==> config.mk <==
export PLATFORM = sky130hd
export DESIGN_NAME = core_mem_bus
export DESIGN_NICKNAME = d
export VERILOG_FILES = /design/src/rtl/core_mem_bus.sv
export SDC_FILE = /design/constraint.sdc
export NUM_CORES = 1
export LEC_CHECK = 0
export CORE_ASPECT_RATIO = 0.75
export CORE_MARGIN = 3
export CORE_UTILIZATION = 41
export DETAILED_ROUTE_END_ITERATION = 7
export MAX_ROUTING_LAYER = met4
export PLACE_DENSITY = 0.84
export RECOVER_POWER = 25
export SLEW_MARGIN = 20
export SYNTH_ARGS = -nofsm -noshare
export SYNTH_HDL_FRONTEND = slang
export SYNTH_SLANG_ARGS = --single-unit
==> constraint.sdc <==
create_clock -name i_clk -period 8 [get_ports i_clk]
set_input_delay 1.6 -clock i_clk [delete_from_list [all_inputs] [get_ports i_clk]]
set_output_delay 1.6 -clock i_clk [all_outputs]
set_load 0.01 [all_outputs]
==> src/rtl/core_mem_bus.sv <==
// Sequential load/store bus master: one req/ack transaction at a time, aligned/extended load return.
// Optional access timeout enabled by defining CORE_MEM_BUS_TIMEOUT_EN (limit set by TIMEOUT_CYCLES).
module core_mem_bus #(
    parameter int unsigned TIMEOUT_CYCLES = 255
) (
    input  logic        i_clk,
    input  logic        i_reset,
    input  logic        i_req_valid,
    output logic        o_req_ready,
    input  logic        i_req_we,
    input  logic [2:0]  i_funct3,
    input  logic [31:0] i_addr,
    input  logic [31:0] i_wdata,
    input  logic [3:0]  i_mem_sel,
    output logic        o_resp_valid,
    output logic        o_resp_err,
    output logic [31:0] o_rdata,
    output logic        o_bus_req,
    output logic        o_bus_we,
    output logic [31:0] o_bus_addr,
    output logic [31:0] o_bus_wdata,
    output logic [3:0]  o_bus_sel,
    input  logic        i_bus_ack,
    input  logic        i_bus_err,
    input  logic [31:0] i_bus_rdata
);

    typedef enum logic [1:0] {
        IDLE,
        BUS,
        RESP
    } state_t;

    state_t      state;
    logic [2:0]  funct3_q;
    logic [1:0]  offset_q;
    logic        accept;
    logic [7:0]  load_byte;
    logic [15:0] load_half;
    logic [31:0] load_data;

`ifdef CORE_MEM_BUS_TIMEOUT_EN
    localparam int unsigned CNT_W = $clog2(TIMEOUT_CYCLES + 1);
    localparam logic [CNT_W-1:0] CNT_LAST = CNT_W'(TIMEOUT_CYCLES - 1);
    logic [CNT_W-1:0] wait_cnt;
`endif

    assign o_req_ready = (state == IDLE) || (state == RESP);
    assign accept      = i_req_valid && o_req_ready;

    // Halfword lane uses offset bit 1 only; bit 0 is deliberately ignored.
    always_comb begin
        load_byte = i_bus_rdata[7:0];
        case (offset_q)
            2'd0: load_byte = i_bus_rdata[7:0];
            2'd1: load_byte = i_bus_rdata[15:8];
            2'd2: load_byte = i_bus_rdata[23:16];
            2'd3: load_byte = i_bus_rdata[31:24];
            default: load_byte = i_bus_rdata[7:0];
        endcase
        load_half = offset_q[1] ? i_bus_rdata[31:16] : i_bus_rdata[15:0];
        case (funct3_q)
            3'b000:  load_data = {{24{load_byte[7]}}, load_byte};
            3'b100:  load_data = {24'h000000, load_byte};
            3'b001:  load_data = {{16{load_half[15]}}, load_half};
            3'b101:  load_data = {16'h0000, load_half};
            default: load_data = i_bus_rdata;
        endcase
    end

    always_ff @(posedge i_clk or posedge i_reset) begin
        if (i_reset) begin
            state        <= IDLE;
            funct3_q     <= '0;
            offset_q     <= '0;
            o_bus_req    <= 1'b0;
            o_bus_we     <= 1'b0;
            o_bus_addr   <= '0;
            o_bus_wdata  <= '0;
            o_bus_sel    <= '0;
            o_resp_valid <= 1'b0;
            o_resp_err   <= 1'b0;
            o_rdata      <= '0;
`ifdef CORE_MEM_BUS_TIMEOUT_EN
            wait_cnt     <= '0;
`endif
        end else begin
            o_resp_valid <= 1'b0;
            case (state)
                IDLE, RESP: begin
                    if (accept) begin
                        funct3_q    <= i_funct3;
                        offset_q    <= i_addr[1:0];
                        o_bus_we    <= i_req_we;
                        o_bus_addr  <= {i_addr[31:2], 2'b00};
                        o_bus_wdata <= i_wdata;
                        o_bus_sel   <= i_req_we ? i_mem_sel : 4'b1111;
                        o_bus_req   <= 1'b1;
                        state       <= BUS;
`ifdef CORE_MEM_BUS_TIMEOUT_EN
                        wait_cnt    <= '0;
`endif
                    end else begin
                        state <= IDLE;
                    end
                end
                BUS: begin
                    if (i_bus_err) begin
                        o_rdata      <= '0;
                        o_resp_err   <= 1'b1;
                        o_resp_valid <= 1'b1;
                        o_bus_req    <= 1'b0;
                        state        <= RESP;
                    end else if (i_bus_ack) begin
                        o_rdata      <= o_bus_we ? '0 : load_data;
                        o_resp_err   <= 1'b0;
                        o_resp_valid <= 1'b1;
                        o_bus_req    <= 1'b0;
                        state        <= RESP;
                    end
`ifdef CORE_MEM_BUS_TIMEOUT_EN
                    // Ack/err take precedence over an expiring counter in the same cycle.
                    else if (wait_cnt == CNT_LAST) begin
                        o_rdata      <= '0;
                        o_resp_err   <= 1'b1;
                        o_resp_valid <= 1'b1;
                        o_bus_req    <= 1'b0;
                        state        <= RESP;
                    end else begin
                        wait_cnt <= wait_cnt + 1'b1;
                    end
`endif
                end
                default: begin
                    o_bus_req <= 1'b0;
                    state     <= IDLE;
                end
            endcase
        end
    end

endmodule

* Word-level counts from Yosys, hierarchy flattened
Index checks and enable logic that the tools add are counted.
Operators by class: reductions and logical operators 10, eq/ne operators 10, mux-type cells 19
Operators with widths (number):
- case mux 32 bit (4 select lines) | 1
- two-way mux 32 bit | 3
- case mux 8 bit (4 select lines) | 1
- two-way mux 16 bit | 1
- two-way mux 1 bit | 8
- equality test 2 bit (second input constant) | 3
- equality test 3 bit (second input constant) | 2
- AND reduction 2 bit | 3
- equality test 2 x 1 -> 1 bit (second input constant) | 2
- logical NOT 2 bit | 2
- two-way mux 2 bit | 2
- two-way mux 4 bit | 1
- case mux 2 bit (2 select lines) | 1
- equality test 3 x 1 -> 1 bit (second input constant) | 1
- logical NOT 3 bit | 1
- inequality test 3 bit (second input constant) | 1
- inequality test 2 bit (second input constant) | 1
- case mux 1 bit (2 select lines) | 1
- nonzero test 2 bit | 1
- OR reduction 2 bit | 1
- logical AND 1 bit | 1
- logical OR 1 bit | 1
Storage, ports and cells: output and inout bits 105, word-level logic and storage cells 50, register bits 109, input port bits 109

* Depth between registers and ports, before layout
depth after elaboration 6, mapped depth 6, gate-level depth less buffers 4

* Least setup slack after synthesis
Ideal clock, no wire load.
path type input to register, start in i_req_valid, end reg o_bus_addr[17], library setup time 0.125 ns, data arrival time 2.659 ns, stages on the path 5, path slack 5.216 ns, required time 7.875 ns, path buffers 3, path through nor2b_1 -> clkbuf_1 -> buf_2 -> buf_2 -> mux2_2
On the way: cells in the longest elaborated chain, start to end 2
RTL lines:
- from (decl) | RTL line 8 | input logic i_req_valid,
- logical AND 1 bit | RTL line 49 | assign accept = i_req_valid && o_req_ready;
- AND reduction 2 bit (no source line)
- to (signal assigned) | RTL line 95 | o_bus_addr <= {i_addr[31:2], 2'b00};
- to (decl) | RTL line 20 | output logic [31:0] o_bus_addr,
No other way between the ends. A chain may end at the register's enable or synchronous reset.

==> flow_metrics.tcl <==
set metrics [dict create \
    vias 3617 \
    dr.pass1.iters 4 \
    antenna_found_initial 0 \
    worstHoldStart "o_rdata[2]$_DFFE_PP0P_" \
    routed_wl_um 12900 \
    wire_per_inst_um 18.6 \
    path_max_fanout 76 \
    fp.dieArea_um2 12500 \
    leakage_nw 3.01 \
    cts_buffer_depth 2 \
    diodes 0 \
    critPathRequiredTime_ns 8.32 \
    rsz0062_at_grt "false" \
    drv_slew 35 \
    violations "capacitance limit, slew limit" \
    hold_path_end "o_rdata[2]$_DFFE_PP0P_" \
    io_pins 214 \
    cp-start-kind "primary input" \
    clkSinkCount 109 \
    grt_max_degree 77 \
    ff2ff_setup_slack_ns 5.61 \
    viasPerCell 5.21 \
    cts_resized 0 \
    slew_headroom -0.0283 \
    grt_pass1_wl_um 20500 \
    synth-edff-count 0 \
    crit_buf_inv 3 \
    clk_latency_ns 0.34 \
    r2r-start "offset_q[1]$_DFFE_PP0P_" \
    p_sw_mw 0.451 \
    port_buffers 211 \
    irDropWorstVdd_v 0.000154 \
    ctsRootBufferMaster "clkbuf_16" \
    synth_seq_cells 109 \
    totalPowerFinal_mw 1.69 \
    yosys_warnings 0 \
    r2r_end "o_rdata[24]$_DFFE_PP0P_" \
    max_stage_delay_ns 0.86 \
    drive_gt1_frac 0.170 \
    combinationalPowerShare 0.276 \
    path_cells "dlygate4sd3_1 > clkinvlp_2 > buf_4" \
    internal_power_mw 1.24 \
    seqCellArea_um2 2730 \
    cts_hold_buf 0 \
    outcome "finished with violations" \
    finalCritPeriodShare 0.459 \
    p_sw_frac 0.267 \
    seq_area_frac_synth 0.593 \
    crit_start "i_reset" \
    clkPwrFrac 0.302 \
    tns_ns 0 \
    multi_input_area_um2 1720 \
    min_period_ns 3.67 \
    r2r_cells 4 \
    die_height_um 97.7 \
    dp_hpwl_um 9700 \
    rows 32 \
    overflow 0 \
    maxCapViolCount 2 \
    min_delay_path_depth 2 \
    yosysTopAreaCell "dfrtp_1" \
    fin_skew_ns 0.00815 \
    critPathSlowestCell "clkinvlp_2" \
    htreeDepth 3 \
    ys_types 37 \
    hold_path_class "reg2reg" \
    setup_viol 0 \
    gp_congestion 0.829 \
    yosys_most_used_dff "dfrtp_1" \
    drc 0 \
    final_hold_viol_count 0 \
    end_kind "asynchronous set/reset pin" \
    cts_setup_buffers 0 \
    power_density_nw_per_um2 237 \
    die_x_um 128 \
    syn_inst 352 \
    first_global_vias 3840 \
    layout_commonest_cell "clkdlybuf4s50_1" \
    syn_area_per_cell_um2 13.1 \
    drtIter0Drc 254 \
    clk_pin_slew_worst_paths_ns 0.07 \
    ant_nets 0 \
    power_frac_seq 0.422 \
    fillerInstances 743 \
    grtUsageTotal 0.214 \
    critPathKind "in2async" \
    tightestPinTransition_ns 1.54 \
    ys_async_sr_fraction 1.00 \
    tritoncts "built" \
    start_util 0.433 \
    synth_top_area_share 0.593 \
    cts_buffers 9 \
    core-area_um2 10600 \
    path_delay_family "buffers and inverters" \
    mostFrequentLayoutCells "clkdlybuf4s50_1, dfrtp_1, mux2_2" \
    synthTopCellsByArea "dfrtp_1, mux2_2, a221o_1" \
    synth_area_um2 4600 \
    arrival_ns 3.99 \
    max_freq_mhz 273 \
    synthToLayoutAreaGrowth_pct 55.2 \
    final_nets 662 \
]
-- layout make-up --
type,instances,area share
Clock buffer,11,0.0340
Clock inverter,5,0.0149
Inverter,10,0.00543
Multi-Input combinational cell,209,0.241
Sequential cell,109,0.382
Tap cell,136,0.0238
Timing Repair Buffer,214,0.298
-- layer usage --
layer,GRT usage,share of wire
met1,0.265,0.39
met2,0.339,0.50
met3,0.0758,0.10
met4,0.0465,0.0092
met5,-,0
-- worst max-delay path by stage --
stage / to / slack, ns / cells after the start
floorplan: funct3_q[0]$_DFFE_PP0P_ / 3.53 / 1
global placement: o_bus_addr[12]$_DFFE_PP0P_ / 4.07 / 4
detailed placement: o_bus_addr[17]$_DFFE_PP0P_ / 3.99 / 4
CTS: o_bus_addr[21]$_DFFE_PP0P_ / 4.35 / 4
global route: o_bus_addr[31]$_DFFE_PP0P_ / 3.98 / 3
finish: o_rdata[14]$_DFFE_PP0P_ / 4.33 / 3
-- power by group through the flow --
stage | Sequential [mW] | Combinational, mW | Clock [mW]
final | 0.714 | 0.467 | 0.511
after global routing | 0.728 | 0.502 | 0.546
after CTS | 0.716 | 0.487 | 0.523
after detailed placement | 0.726 | 0.484 | 0
after global placement | 0.718 | 0.472 | 0
after floorplan | 0.744 | 0.179 | 0
-- cells in the mapped netlist (2+ instances only) --
library cell,number
a21oi_1,16
a221o_1,16
a22o_1,9
a31oi_1,4
buf_2,7
buf_4,3
clkbuf_1,13
dfrtp_1,109
inv_1,10
mux2_2,68
mux2i_1,8
nand2_1,18
nand2b_1,2
nand3b_1,2
nor2_1,8
nor2b_1,10
nor3_1,2
o21ai_0,13
o21ai_1,3
o22ai_1,8
or3_1,7
-- stage by stage --
step / cell area, um^2 / util / hold slack (ns) / instances / worst slack (ns)
2_1_floorplan: 4600 / - / 0.509 / 353 / 3.53
3_3_place_gp: 6800 / 0.641 / 0.470 / 678 / 4.07
3_5_place_dp: 6800 / 0.641 / 0.481 / 678 / 3.99
4_1_cts: 7150 / 0.674 / 0.497 / 694 / 4.35
5_1_grt: 7140 / 0.673 / 0.523 / 694 / 3.98
6_report: 7140 / 0.673 / 0.490 / 694 / 4.33
-- logic make-up (layout without fill, tap and decap cells) --
logic type,count (synthesis),count (layout),share of synthesized area
buf+inv,35,240,0.0348
mux,78,78,0.192
simple gates,55,55,0.0656
compound gates,74,74,0.114
flops,109,109,0.593
other cells,1,2,0.000815
-- worst register-to-register path: cells and delay by family, from the launching register on --
kind | cells | cell delay, ns
flops | 1 | 0.88
simple gates | 1 | 0.76
mux | 2 | 0.46
compound gates | 1 | 0.24
-- flip-flops by register name, indices dropped and copies added (netlist names) --
register      cells
o_bus_addr       30
o_resp_valid      1
o_rdata          32
o_bus_sel         4
o_bus_wdata      32
o_resp_err        1
o_bus_req         1
state             2
offset_q          2
o_bus_we          1
funct3_q          3
No activity file was read; power rests on OpenSTA's default activity.
